$ cat src/rtl/rd_bus_arbiter_if.sv
// ---------------------------------------------------------------------------
// rd_bus_arbiter_if: shared tiny AXI read-master bus between arbiter and bus IF
// Revision 1.0
// ---------------------------------------------------------------------------
`default_nettype none

interface rd_bus_arbiter_if #(
  parameter int AWIDTH = 32,
  parameter int LWIDTH = 128
);
  logic              m_start_rq;
  logic [AWIDTH-1:0] m_rin_addr;
  logic              m_rqfull;
  logic [LWIDTH-1:0] m_rdat_data;
  logic              m_rdat_valid;
  logic              m_finish_mrd;

  modport master (
    output m_start_rq, m_rin_addr,
    input  m_rqfull, m_rdat_data, m_rdat_valid, m_finish_mrd
  );

  modport slave (
    input  m_start_rq, m_rin_addr,
    output m_rqfull, m_rdat_data, m_rdat_valid, m_finish_mrd
  );
endinterface

`default_nettype wire

$ cat src/rtl/rd_bus_arbiter.sv
// ---------------------------------------------------------------------------
// rd_bus_arbiter: round-robin IC/DC refill arbiter onto one read bus master.
// Optional watchdog enabled by defining RD_ARB_TIMEOUT_EN. Revision 1.0
// ---------------------------------------------------------------------------
`default_nettype none

module rd_bus_arbiter #(
  parameter int AWIDTH = 32,
  parameter int LWIDTH = 128,
  parameter int TOCYC  = 1023
) (
  input  logic              clk,
  input  logic              rst_n,
  input  logic              dc_start_rq,
  input  logic [AWIDTH-1:0] dc_rin_addr,
  output logic [LWIDTH-1:0] dc_rdat_data,
  output logic              dc_rdat_valid,
  output logic              dc_finish_mrd,
  input  logic              ic_start_rq,
  input  logic [AWIDTH-1:0] ic_rin_addr,
  output logic [LWIDTH-1:0] ic_rdat_data,
  output logic              ic_rdat_valid,
  output logic              ic_finish_mrd,
  rd_bus_arbiter_if.master  bus,
  output logic              arb_err
);

  typedef enum logic [1:0] {
    ST_IDLE  = 2'b00,
    ST_ISSUE = 2'b01,
    ST_WAIT  = 2'b10
  } state_e;

  state_e            state_q, state_d;
  logic              grant_dc_q, grant_dc_d;   // 1: DC owns the bus, 0: IC
  logic              last_dc_q, last_dc_d;     // 1: last completed grant was DC
  logic              start_q, start_d;
  logic [AWIDTH-1:0] addr_q, addr_d;
  logic              err_q, err_d;
  logic              dc_pend_q, dc_pend_d;
  logic              ic_pend_q, ic_pend_d;
  logic [AWIDTH-1:0] dc_addr_q, dc_addr_d;
  logic [AWIDTH-1:0] ic_addr_q, ic_addr_d;

  logic              sel_dc;
  logic              dc_clr, ic_clr;
  logic              dc_acc, ic_acc;
  logic              fwd;
  logic              to_fire;
  logic              err_set;

`ifdef RD_ARB_TIMEOUT_EN
  localparam logic [9:0] TO_LIM = TOCYC[9:0];
  logic [9:0] cnt_q, cnt_d;
`else
  logic tocyc_unused;
  assign tocyc_unused = (TOCYC != 0);
`endif

  always_comb begin
    state_d    = state_q;
    grant_dc_d = grant_dc_q;
    last_dc_d  = last_dc_q;
    start_d    = start_q;
    addr_d     = addr_q;
    sel_dc     = 1'b0;
    dc_clr     = 1'b0;
    ic_clr     = 1'b0;
    fwd        = 1'b0;
    to_fire    = 1'b0;
    err_set    = 1'b0;
`ifdef RD_ARB_TIMEOUT_EN
    cnt_d      = cnt_q;
`endif

    case (state_q)
      ST_IDLE: begin
        if (dc_pend_q || ic_pend_q) begin
          sel_dc     = dc_pend_q && (!ic_pend_q || !last_dc_q);
          addr_d     = sel_dc ? dc_addr_q : ic_addr_q;
          dc_clr     = sel_dc;
          ic_clr     = !sel_dc;
          grant_dc_d = sel_dc;
          start_d    = 1'b1;
          state_d    = ST_ISSUE;
`ifdef RD_ARB_TIMEOUT_EN
          cnt_d      = '0;
`endif
        end
      end
      ST_ISSUE: begin
        if (!bus.m_rqfull) begin
          start_d = 1'b0;
          state_d = ST_WAIT;
        end
      end
      ST_WAIT: begin
        fwd = 1'b1;
        if (bus.m_finish_mrd) begin
          last_dc_d = grant_dc_q;
          state_d   = ST_IDLE;
        end
      end
      default: begin
        start_d = 1'b0;
        state_d = ST_IDLE;
        err_set = 1'b1;
      end
    endcase

`ifdef RD_ARB_TIMEOUT_EN
    if (state_q == ST_ISSUE || state_q == ST_WAIT) begin
      cnt_d = cnt_q + 10'd1;
      // A genuine finish in the same cycle wins over the watchdog.
      if (cnt_q == TO_LIM && !(fwd && bus.m_finish_mrd)) begin
        to_fire   = 1'b1;
        err_set   = 1'b1;
        last_dc_d = grant_dc_q;
        start_d   = 1'b0;
        state_d   = ST_IDLE;
      end
    end
`endif

    if (!fwd && (bus.m_rdat_valid || bus.m_finish_mrd))
      err_set = 1'b1;

    // A pulse is only refused if it would overwrite a live request.
    dc_acc    = dc_start_rq && !((dc_pend_q && !dc_clr) ||
                                 (state_q != ST_IDLE && grant_dc_q));
    ic_acc    = ic_start_rq && !((ic_pend_q && !ic_clr) ||
                                 (state_q != ST_IDLE && !grant_dc_q));
    dc_pend_d = dc_acc || (dc_pend_q && !dc_clr);
    ic_pend_d = ic_acc || (ic_pend_q && !ic_clr);
    dc_addr_d = dc_acc ? dc_rin_addr : dc_addr_q;
    ic_addr_d = ic_acc ? ic_rin_addr : ic_addr_q;
    if ((dc_start_rq && !dc_acc) || (ic_start_rq && !ic_acc))
      err_set = 1'b1;

    err_d = err_q || err_set;
  end

  always_ff @(posedge clk or negedge rst_n) begin
    if (!rst_n) begin
      state_q    <= ST_IDLE;
      grant_dc_q <= 1'b0;
      last_dc_q  <= 1'b0;
      start_q    <= 1'b0;
      addr_q     <= '0;
      err_q      <= 1'b0;
      dc_pend_q  <= 1'b0;
      ic_pend_q  <= 1'b0;
      dc_addr_q  <= '0;
      ic_addr_q  <= '0;
`ifdef RD_ARB_TIMEOUT_EN
      cnt_q      <= '0;
`endif
    end else begin
      state_q    <= state_d;
      grant_dc_q <= grant_dc_d;
      last_dc_q  <= last_dc_d;
      start_q    <= start_d;
      addr_q     <= addr_d;
      err_q      <= err_d;
      dc_pend_q  <= dc_pend_d;
      ic_pend_q  <= ic_pend_d;
      dc_addr_q  <= dc_addr_d;
      ic_addr_q  <= ic_addr_d;
`ifdef RD_ARB_TIMEOUT_EN
      cnt_q      <= cnt_d;
`endif
    end
  end

  assign bus.m_start_rq = start_q;
  assign bus.m_rin_addr = addr_q;
  assign arb_err        = err_q;

  assign dc_rdat_data  = fwd ? bus.m_rdat_data : '0;
  assign ic_rdat_data  = fwd ? bus.m_rdat_data : '0;
  assign dc_rdat_valid = fwd && grant_dc_q && bus.m_rdat_valid;
  assign ic_rdat_valid = fwd && !grant_dc_q && bus.m_rdat_valid;
  assign dc_finish_mrd = grant_dc_q && ((fwd && bus.m_finish_mrd) || to_fire);
  assign ic_finish_mrd = !grant_dc_q && ((fwd && bus.m_finish_mrd) || to_fire);

endmodule

`default_nettype wire

$ cat src/flat_wrapper.sv
// flat-port wrapper written by rule: the top's interface ports become plain ports
module rd_bus_arbiter_flat 
#(
  parameter int AWIDTH = 32,
  parameter int LWIDTH = 128,
  parameter int TOCYC  = 1023
)
  (clk, rst_n, dc_start_rq, dc_rin_addr, dc_rdat_data, dc_rdat_valid, dc_finish_mrd, ic_start_rq, ic_rin_addr, ic_rdat_data, ic_rdat_valid, ic_finish_mrd, arb_err, bus_m_start_rq, bus_m_rin_addr, bus_m_rqfull, bus_m_rdat_data, bus_m_rdat_valid, bus_m_finish_mrd);
  rd_bus_arbiter_if #(.AWIDTH(AWIDTH), .LWIDTH(LWIDTH)) bus_i ();
  input  logic clk;
  input  logic rst_n;
  input  logic dc_start_rq;
  input  logic [AWIDTH-1:0] dc_rin_addr;
  output logic [LWIDTH-1:0] dc_rdat_data;
  output logic dc_rdat_valid;
  output logic dc_finish_mrd;
  input  logic ic_start_rq;
  input  logic [AWIDTH-1:0] ic_rin_addr;
  output logic [LWIDTH-1:0] ic_rdat_data;
  output logic ic_rdat_valid;
  output logic ic_finish_mrd;
  output logic arb_err;
  output wire logic [$bits(bus_i.m_start_rq)-1:0] bus_m_start_rq;
  output wire logic [$bits(bus_i.m_rin_addr)-1:0] bus_m_rin_addr;
  input wire logic [$bits(bus_i.m_rqfull)-1:0] bus_m_rqfull;
  input wire logic [$bits(bus_i.m_rdat_data)-1:0] bus_m_rdat_data;
  input wire logic [$bits(bus_i.m_rdat_valid)-1:0] bus_m_rdat_valid;
  input wire logic [$bits(bus_i.m_finish_mrd)-1:0] bus_m_finish_mrd;
  assign bus_m_start_rq = bus_i.m_start_rq;
  assign bus_m_rin_addr = bus_i.m_rin_addr;
  assign bus_i.m_rqfull = bus_m_rqfull;
  assign bus_i.m_rdat_data = bus_m_rdat_data;
  assign bus_i.m_rdat_valid = bus_m_rdat_valid;
  assign bus_i.m_finish_mrd = bus_m_finish_mrd;
  rd_bus_arbiter #(.AWIDTH(AWIDTH), .LWIDTH(LWIDTH), .TOCYC(TOCYC)) u_core (.clk(clk), .rst_n(rst_n), .dc_start_rq(dc_start_rq), .dc_rin_addr(dc_rin_addr), .dc_rdat_data(dc_rdat_data), .dc_rdat_valid(dc_rdat_valid), .dc_finish_mrd(dc_finish_mrd), .ic_start_rq(ic_start_rq), .ic_rin_addr(ic_rin_addr), .ic_rdat_data(ic_rdat_data), .ic_rdat_valid(ic_rdat_valid), .ic_finish_mrd(ic_finish_mrd), .bus(bus_i), .arb_err(arb_err));
endmodule
$ cat config.mk
export PLATFORM = sky130hd
export DESIGN_NAME = rd_bus_arbiter_flat
export DESIGN_NICKNAME = d
export VERILOG_FILES = /design/src/rtl/rd_bus_arbiter_if.sv /design/src/rtl/rd_bus_arbiter.sv /design/src/flat_wrapper.sv
export SDC_FILE = /design/constraint.sdc
export NUM_CORES = 1
export LEC_CHECK = 0
export CAP_MARGIN = 5
export CORE_AREA = 8 8 186 188
export CTS_CLUSTER_DIAMETER = 200
export CTS_CLUSTER_SIZE = 14
export DETAILED_ROUTE_END_ITERATION = 10
export DIE_AREA = 0 0 194 196
export PLACE_DENSITY_LB_ADDON = 0.08
export RECOVER_POWER = 100
export SLEW_MARGIN = 25
export SYNTH_ARGS = -nofsm -noshare
export SYNTH_HDL_FRONTEND = slang
export SYNTH_SLANG_ARGS = --single-unit
export TNS_END_PERCENT = 10
$ cat constraint.sdc
create_clock -name clk -period 2.2 [get_ports clk]
set_input_delay 0.55 -clock clk [delete_from_list [all_inputs] [get_ports clk]]
set_output_delay 0.55 -clock clk [all_outputs]
set_load 0.005 [all_outputs]
After elaboration in Yosys (flattened, before gate mapping). Index checks and enable logic that the tools add are counted.

Register bits after elaboration: 104. Bits of input ports: 199. Output and inout port bits: 294. Logic and storage cells: 77.

Equal/unequal tests: 5. Mux-type cells: 17. Bitwise logic cells: 1. Reductions and logical operators: 44.

Operators with widths (count): 2-to-1 mux 128 bit (1); 2-to-1 mux 32 bit (1); logical AND 1 bit (17); logical NOT 1 bit (11); 2-to-1 mux 1 bit (10); logical OR 1 bit (9); 2-to-1 mux 2 bit (3); one-hot mux 2 bit (3 select lines) (1); AND reduction 3 bit (2); inequality test 2 bit, second input constant (2); AND reduction 2 bit (2); one-hot mux 1 bit (3 select lines) (1); OR reduction 3 bit (1); equality test 2 x 1 -> 1 bit, second input constant (1); equality test 2 bit, second input constant (1); logical NOT 2 bit (1); inequality test 2 x 1 -> 1 bit, second input constant (1); nonzero test 2 bit (1); NOT 1 bit (1).

Depth between registers and ports, before layout. Gate-level depths: netlist of run 1.

Depth after elaboration: 16. Mapped depth: 7. Gate-level depth less buffers: 3.

Worst setup path before layout of run 1. No wires, ideal clock.

Path kind: register -> output. From: register u_core.state_q[1]. To: output ic_rdat_data[100]. Arrival: 1.320 ns. Data required time: 1.650 ns. Path slack: 0.330 ns. Stages on the path, launching flop included: 7. Buffers on the path: 4. Path through: dfrtp_1 nor2b_1 buf_2 buf_2 buf_2 and2_1 buf_4.

Longest elaborated chain between the ends: 3.

Ends and longest elaborated chain: from (decl) (line rd_bus_arbiter.sv:34) `state_e state_q, state_d;`; from (signal assigned) (line rd_bus_arbiter.sv:159) `state_q <= state_d;`; equality test 2 bit (line rd_bus_arbiter.sv:76) `case (state_q)`; 2-to-1 mux 1 bit (line rd_bus_arbiter.sv:76); 2-to-1 mux 128 bit; to (decl) (line flat_wrapper.sv:19) `output logic [LWIDTH-1:0] ic_rdat_data;`.

No other way between the ends.

Worst setup path after layout of run 1.
From: register u_core.state_q[0]. To: output dc_rdat_data[29].

Longest elaborated chain between the ends: 3.

Ends and longest elaborated chain: equality test 2 bit (line rd_bus_arbiter.sv:76); 2-to-1 mux 1 bit (line rd_bus_arbiter.sv:76); 2-to-1 mux 128 bit (line rd_bus_arbiter.sv:179) `assign dc_rdat_data = fwd ? bus.m_rdat_data : '0;`; to (decl) (line flat_wrapper.sv:14) `output logic [LWIDTH-1:0] dc_rdat_data;`.

No other way between the ends.

==> results.py, run 1 <==
metrics = {
    "outcome": {
        "status": "finished, violations left",
        "failed_checks": "max-capacitance violations, max-slew violations, negative setup slack",
    },
    "clock_network": {
        "worstSkewPairLatency_ns": 0.36,
        "clockBufferDepth": 2,
        "hold_buffers": 0,
        "cts_sinks": 104,
        "htree_levels": 3,
        "cts-root-buf": "clkbuf_16",
        "cts_buffers": 9,
        "path_clk_slew_ns": 0.07,
        "cts_tree": "yes",
    },
    "grt": {
        "grt_pass1_vias": 6628,
        "use_met2": 0.309,
        "grt_pass1_wl_um": 52900,
        "use_met3": 0.0526,
        "antenna_found_initial": 3,
        "grt_max_degree": 42,
        "track_usage": 0.191,
        "busiest_layer": "met2",
        "grt_remaining_overflow": 0,
        "met1_usage": 0.249,
    },
    "power_and_ir_drop": {
        "clkPwrFrac": 0.116,
        "sequentialPowerShare": 0.249,
        "p_int_w": 0.00895,
        "power.density_nw_per_um2": 1190,
        "ir_worst_vdd_mv": 0.425,
        "switching_share": 0.383,
        "switchingPower_w": 0.00557,
        "pwr-share-comb": 0.635,
        "leakage_nw": 5.84,
    },
    "logic_synthesis": {
        "async_flop_share": 1.00,
        "synth_flop_cell": "dfrtp_1",
        "synth_top_area_cell": "dfrtp_1",
        "yosysWarnings": 0,
        "synthDistinctLibCells": 36,
        "synthesis.nets": 885,
        "synth_common_cells": "128 x and2_1, 128 x buf_4, 104 x dfrtp_1",
        "synth.ff_latch_count": 104,
        "yosysSeqAreaShare": 0.383,
        "synth_edf_count": 0,
        "synth_area_leaders": "dfrtp_1 38%, buf_4 14%, and2_1 12%",
        "synthesis.area_um2": 6790,
        "synthCells": 686,
        "synth_top_area_share": 0.383,
        "syn_avg_cell_area_um2": 9.90,
    },
    "floorplanning": {
        "die_h_um": 196,
        "core_um2": 31900,
        "num_rows": 66,
        "dieArea_um2": 38000,
        "die_x_um": 194,
        "num_io_pins": 493,
        "start_util": 0.213,
    },
    "run": {
        "maxCapViolations": 1,
    },
    "sta": {
        "hold_ws_ns": 0.489,
        "skew_ns": 0.0102,
        "final_hold_viol_count": 0,
        "slew_headroom": -0.171,
        "rsz0062_at_grt": "true",
        "finalCriticalPeriod_ns": 2.44,
        "fin_crit_sh": 1.11,
        "fin_tns_setup_ns": -6.19,
        "final-setup-viol-count": 111,
        "worst_pin_slew_ns": 1.76,
        "drv_slew": 32,
        "timing.fmax_ghz": 0.409,
        "setup_slack_ns": -0.243,
    },
    "min_path": {
        "whs_path_depth": 1,
        "hold_path.class": "reg2reg",
    },
    "cells_and_area": {
        "nNetsFinal": 1273,
        "utilization": 0.383,
        "area_delta_synth_final_pct": 79.8,
        "drive_above_1_share": 0.476,
        "nFillCells": 3209,
        "fin_area_um2": 12200,
    },
    "detailed_routing": {
        "vias_per_cell": 4.26,
        "wl_per_cell_um": 25.7,
        "wirelength_um": 38300,
        "drtIter0Drc": 290,
        "via_count": 6337,
        "drtAntennaViolNets": 0,
        "dr.pass1.iters": 4,
        "drc": 0,
    },
    "place": {
        "portBuffers": 492,
        "dp_hpwl_um": 30900,
        "place_congestion": 0.908,
        "pre_cts_ws_ns": -0.354,
        "dpl_cell_area_um2": 11500,
    },
    "critical_path": {
        "cp.arrival_ns": 1.89,
        "worst-r2r-cell-count": 5,
        "crit_required_ns": 1.65,
        "path_max_fanout": 8,
        "cp-end-kind": "output port",
        "r2r_slack_ns": 0.39,
        "cp-start-kind": "flop",
        "crit_type": "reg2out",
    },
}
==> worst max-delay path: stages (launching register included) <==
cell           delay [ns]
dfrtp_1              0.41
nor2b_4              0.24
buf_6                0.17
clkbuf_16            0.16
buf_4                0.11
and2_1               0.17
dlygate4sd2_1        0.28
==> layout make-up <==
class	instances	area, µm²	area share
Tap cell	408	510	0.0418
Antenna cell	1	2.50	0.000205
Timing Repair Buffer	559	5530	0.452
Clock inverter	7	75.1	0.00615
Sequential cell	104	2600	0.213
Clock buffer	9	225	0.0184
Inverter	3	11.3	0.000922
Multi-Input combinational cell	397	3260	0.267
==> power by group through the flow <==
| stage | Combinational, W | Clock (W) | Sequential [W] |
|---|---|---|---|
| 2_1_floorplan | 0.00482 | 0 | 0.00342 |
| 3_3_place_gp | 0.00869 | 0 | 0.00365 |
| 3_5_place_dp | 0.00870 | 0 | 0.00363 |
| 4_1_cts | 0.00870 | 0.00174 | 0.00363 |
| 5_1_grt | 0.00987 | 0.00181 | 0.00375 |
| 6_report | 0.00922 | 0.00168 | 0.00362 |
==> flip-flops by register name (all words and copies together), names as in the netlist <==
| register | count |
|---|---|
| u_core.arb_err | 1 |
| u_core.bus.m_rin_addr | 32 |
| u_core.bus.m_start_rq | 1 |
| u_core.dc_addr_q | 32 |
| u_core.dc_pend_q | 1 |
| u_core.grant_dc_q | 1 |
| u_core.ic_addr_q | 32 |
| u_core.ic_pend_q | 1 |
| u_core.last_dc_q | 1 |
| u_core.state_q | 2 |
==> through the flow <==
stage	total power, W	instances
floorplan	0.00824	686
global placement	0.0123	1453
detailed placement	0.0123	1453
CTS	0.0141	1471
global route	0.0154	1487
finish	0.0145	1488
==> path summary, 6_finish.rpt <==
| kind | start | to |
|---|---|---|
| hold reg to reg | u_core.dc_addr_q[0] | u_core.dc_addr_q[0] |
| hold / removal | u_core.dc_addr_q[0] | u_core.dc_addr_q[0] |
| min in group asynchronous | rst_n | u_core.bus.m_rin_addr[17] |
| setup / recovery | u_core.state_q[0] | dc_rdat_data[29] |
| setup reg to reg | u_core.state_q[0] | u_core.ic_addr_q[17] |
| max in group asynchronous | rst_n | u_core.ic_addr_q[3] |
==> per-layer routing <==
layer | wire length [µm] | part of all wire | vias to the layer above
li1 | - | - | 2998
met1 | 16900 | 0.44 | 3062
met2 | 18000 | 0.47 | 250
met3 | 2660 | 0.069 | 27
met4 | 688 | 0.018 | 0
met5 | 0 | 0 | -
==> what timing repair did <==
action / CTS / global route
setup endpoints to repair: 259 / 245
buffers inserted: 1 / 14
resized for setup: 614 / 465
cloned: 1 / 3
pin swaps: 8 / 57
==> placed cells by master (no fill, tap or decap), drive strengths merged <==
cell type and n:
a21bo 1, a21boi 1, a21o 1, a221o 26
a22o 2, a311oi 1, and2 128, and3 27
and3b 1, buf 225, bufinv 1, clkbuf 66
clkdlybuf4s15 32, clkdlybuf4s50 229, clkinv 2, dfrtp 104
diode 1, dlygate4sd2 4, dlygate4sd3 1, dlymetal6s2s 11
inv 7, mux2 32, mux2i 7, nand2 70
nand2b 1, nor2 7, nor2b 3, nor3 2
o211ai 64, o21a 1, o21ai 18, o21ba 1
o21bai 1, o22ai 1, or2 1
==> cell families after synthesis <==
logic type	after synthesis	synth area share
AOI/OAI and AO/OA	118	0.158
muxes	39	0.0794
buffers and inverters	185	0.184
DFF	104	0.383
and+or+nand+nor	240	0.195
Power figures use the tool's default switching activity.
==> run 2: changes to the inputs <==
SETUP_SLACK_MARGIN = 0.02   (was default)
==> run 2 against run 1 <==
Effect of this change:
- the flow still finishes with violations (max-capacitance violations, max-slew violations, negative setup slack)
- sequential power about the same
- via count is 0.62% higher
- register-to-register slack hardly changed
- clock power is essentially flat
- power up 1.1%
- setup slack is essentially flat
- critical path depth unchanged
- maximum frequency hardly changed
- critical path type unchanged
- critical endpoint unchanged
==> results.py, run 2 (synthesized netlist as in run 1, its figures left out) <==
metrics = {
    "outcome": {
        "status": "finished, violations left",
        "failed_checks": "max-capacitance violations, max-slew violations, negative setup slack",
    },
    "sta": {
        "rsz0062_at_grt": "true",
        "skew_ns": 0.0103,
        "setup_slack_ns": -0.243,
        "timing.fmax_ghz": 0.409,
        "finalCriticalPeriod_ns": 2.44,
        "worst_pin_slew_ns": 1.75,
        "final_hold_viol_count": 0,
        "fin_crit_sh": 1.11,
        "drv_slew": 32,
        "slew_headroom": -0.170,
        "fin_tns_setup_ns": -7.73,
        "final-setup-viol-count": 131,
    },
    "power_and_ir_drop": {
        "power_w": 0.0147,
        "power.density_nw_per_um2": 1190,
        "ir_worst_vdd_mv": 0.424,
        "leakage_nw": 5.82,
    },
    "place": {
        "dp.cells": 1453,
        "pre_cts_ws_ns": -0.354,
        "portBuffers": 492,
        "place_congestion": 0.908,
        "dp_hpwl_um": 30900,
    },
    "cells_and_area": {
        "layout_commonest_cell": "clkdlybuf4s50_1",
        "stdcell_count": 1490,
        "drive_above_1_share": 0.487,
        "nNetsFinal": 1275,
        "most-common-layout-cells": "229 x clkdlybuf4s50_1, 185 x buf_6, 118 x and2_4",
        "area_delta_synth_final_pct": 82.2,
        "utilization": 0.388,
    },
    "clock_network": {
        "cts-root-buf": "clkbuf_16",
        "cts_sinks": 104,
        "worstSkewPairLatency_ns": 0.36,
        "cts_tree": "yes",
        "htree_levels": 3,
        "clockBufferDepth": 2,
        "cts_buffers": 9,
        "path_clk_slew_ns": 0.07,
    },
    "grt": {
        "grt_remaining_overflow": 0,
        "track_usage": 0.191,
        "grt_max_degree": 42,
        "antenna_found_initial": 3,
        "grt_pass1_vias": 6625,
        "grt_pass1_wl_um": 52900,
    },
    "critical_path": {
        "slowest_stage": "dfrtp_1",
        "r2r_slack_ns": 0.39,
        "cp-end-kind": "output port",
        "crit_type": "reg2out",
        "cp.arrival_ns": 1.89,
        "cp-start-kind": "flop",
        "crit_chain": "nor2b_4, buf_6, clkbuf_16, buf_4, and2_1, dlygate4sd2_1",
        "path_max_fanout": 8,
        "crit_required_ns": 1.65,
        "slowest_delay_ns": 0.41,
    },
    "detailed_routing": {
        "drtIter0Drc": 295,
        "drc": 0,
        "wl_per_cell_um": 25.7,
        "wl_met3_um": 2650,
        "wirelength_um": 38400,
        "wl_met2_um": 18000,
        "wl_met1_um": 16900,
        "vias_per_cell": 4.28,
        "via_count": 6376,
        "top_layer": "met4",
        "drtAntennaViolNets": 0,
        "dr.pass1.iters": 4,
    },
    "run": {
        "maxCapViolations": 1,
    },
    "floorplanning": {
        "num_io_pins": 493,
        "die_h_um": 196,
        "dieArea_um2": 38000,
        "core_um2": 31900,
        "start_util": 0.213,
        "die_x_um": 194,
        "num_rows": 66,
    },
    "min_path": {
        "hold_path.class": "reg2reg",
    },
}
run 2: cell count changes in the layout (fill, tap and decap cells not counted), sizes merged:
cell	delta
clkdlybuf4s15	-5
dlymetal6s2s	-5
clkbuf	-16
dlygate4sd2	+1
buf	+27
run 2: metrics by stage:
stage	hold WS, ns	cell area [µm²]
after global placement	0.468	11500
after CTS	0.136	11800
after floorplan	0.254	6790
after global routing	0.513	12400
after detailed placement	0.474	11500
final	0.489	12400
run 2: area by class of cell:
cell class                 count  area (µm²)
clock inverter                 7        75.1
antenna                        1        2.50
timing repair buffer         561        5670
multi-input combinational    397        3280
fill                        3185       19500
tap                          408         510
clock buffer                   9         225
sequential                   104        2600
inverter                       3        11.3
run 2: final timing paths:
path | depth (start not counted) | from | end
setup / recovery | 6 | u_core.state_q[0] | dc_rdat_data[29]
hold / removal | 1 | u_core.dc_addr_q[0] | u_core.dc_addr_q[0]
setup reg to reg | 5 | u_core.state_q[0] | u_core.ic_addr_q[17]
hold reg to reg | 1 | u_core.dc_addr_q[0] | u_core.dc_addr_q[0]
max in group asynchronous | 2 | rst_n | u_core.ic_addr_q[3]
min in group asynchronous | 1 | rst_n | u_core.bus.m_rin_addr[17]
run 2: where the power goes:
part / switching, W / internal (W) / total, W
logic: 0.00410 / 0.00528 / 0.00938
registers: 0.000717 / 0.00290 / 0.00362
clock network: 0.000784 / 0.000897 / 0.00168
total: 0.00560 / 0.00908 / 0.0147
run 2: critical path, delay by kind of cell, from the launching register on:
family	cells	cell delay, ns
simple gates	2	0.41
buf+inv	4	0.73
flops	1	0.41
run 2: routing by layer:
metal | track usage | vias up
met2 | 0.308 | 261
met3 | 0.0526 | 33
met1 | 0.249 | 3079
met5 | 0 | -
li1 | - | 3003
met4 | 0.0537 | 0
run 2: timing repair:
item | 4_1_cts | 5_1_grt
gates cloned | 1 | 3
hold endpoints to repair | 0 | 0
hold buffers | 0 | 0
endpoints found under the setup margin | 259 | 246
setup buffers | 1 | 16
resized for setup | 627 | 507
pin swaps | 9 | 70
==> run 3: changes to the inputs <==
CAP_MARGIN = default   (was 5)
SLEW_MARGIN = default   (was 25)
==> results of run 3 <==
Same layout as run 2: the final DEF is identical, and so are final timing and power.
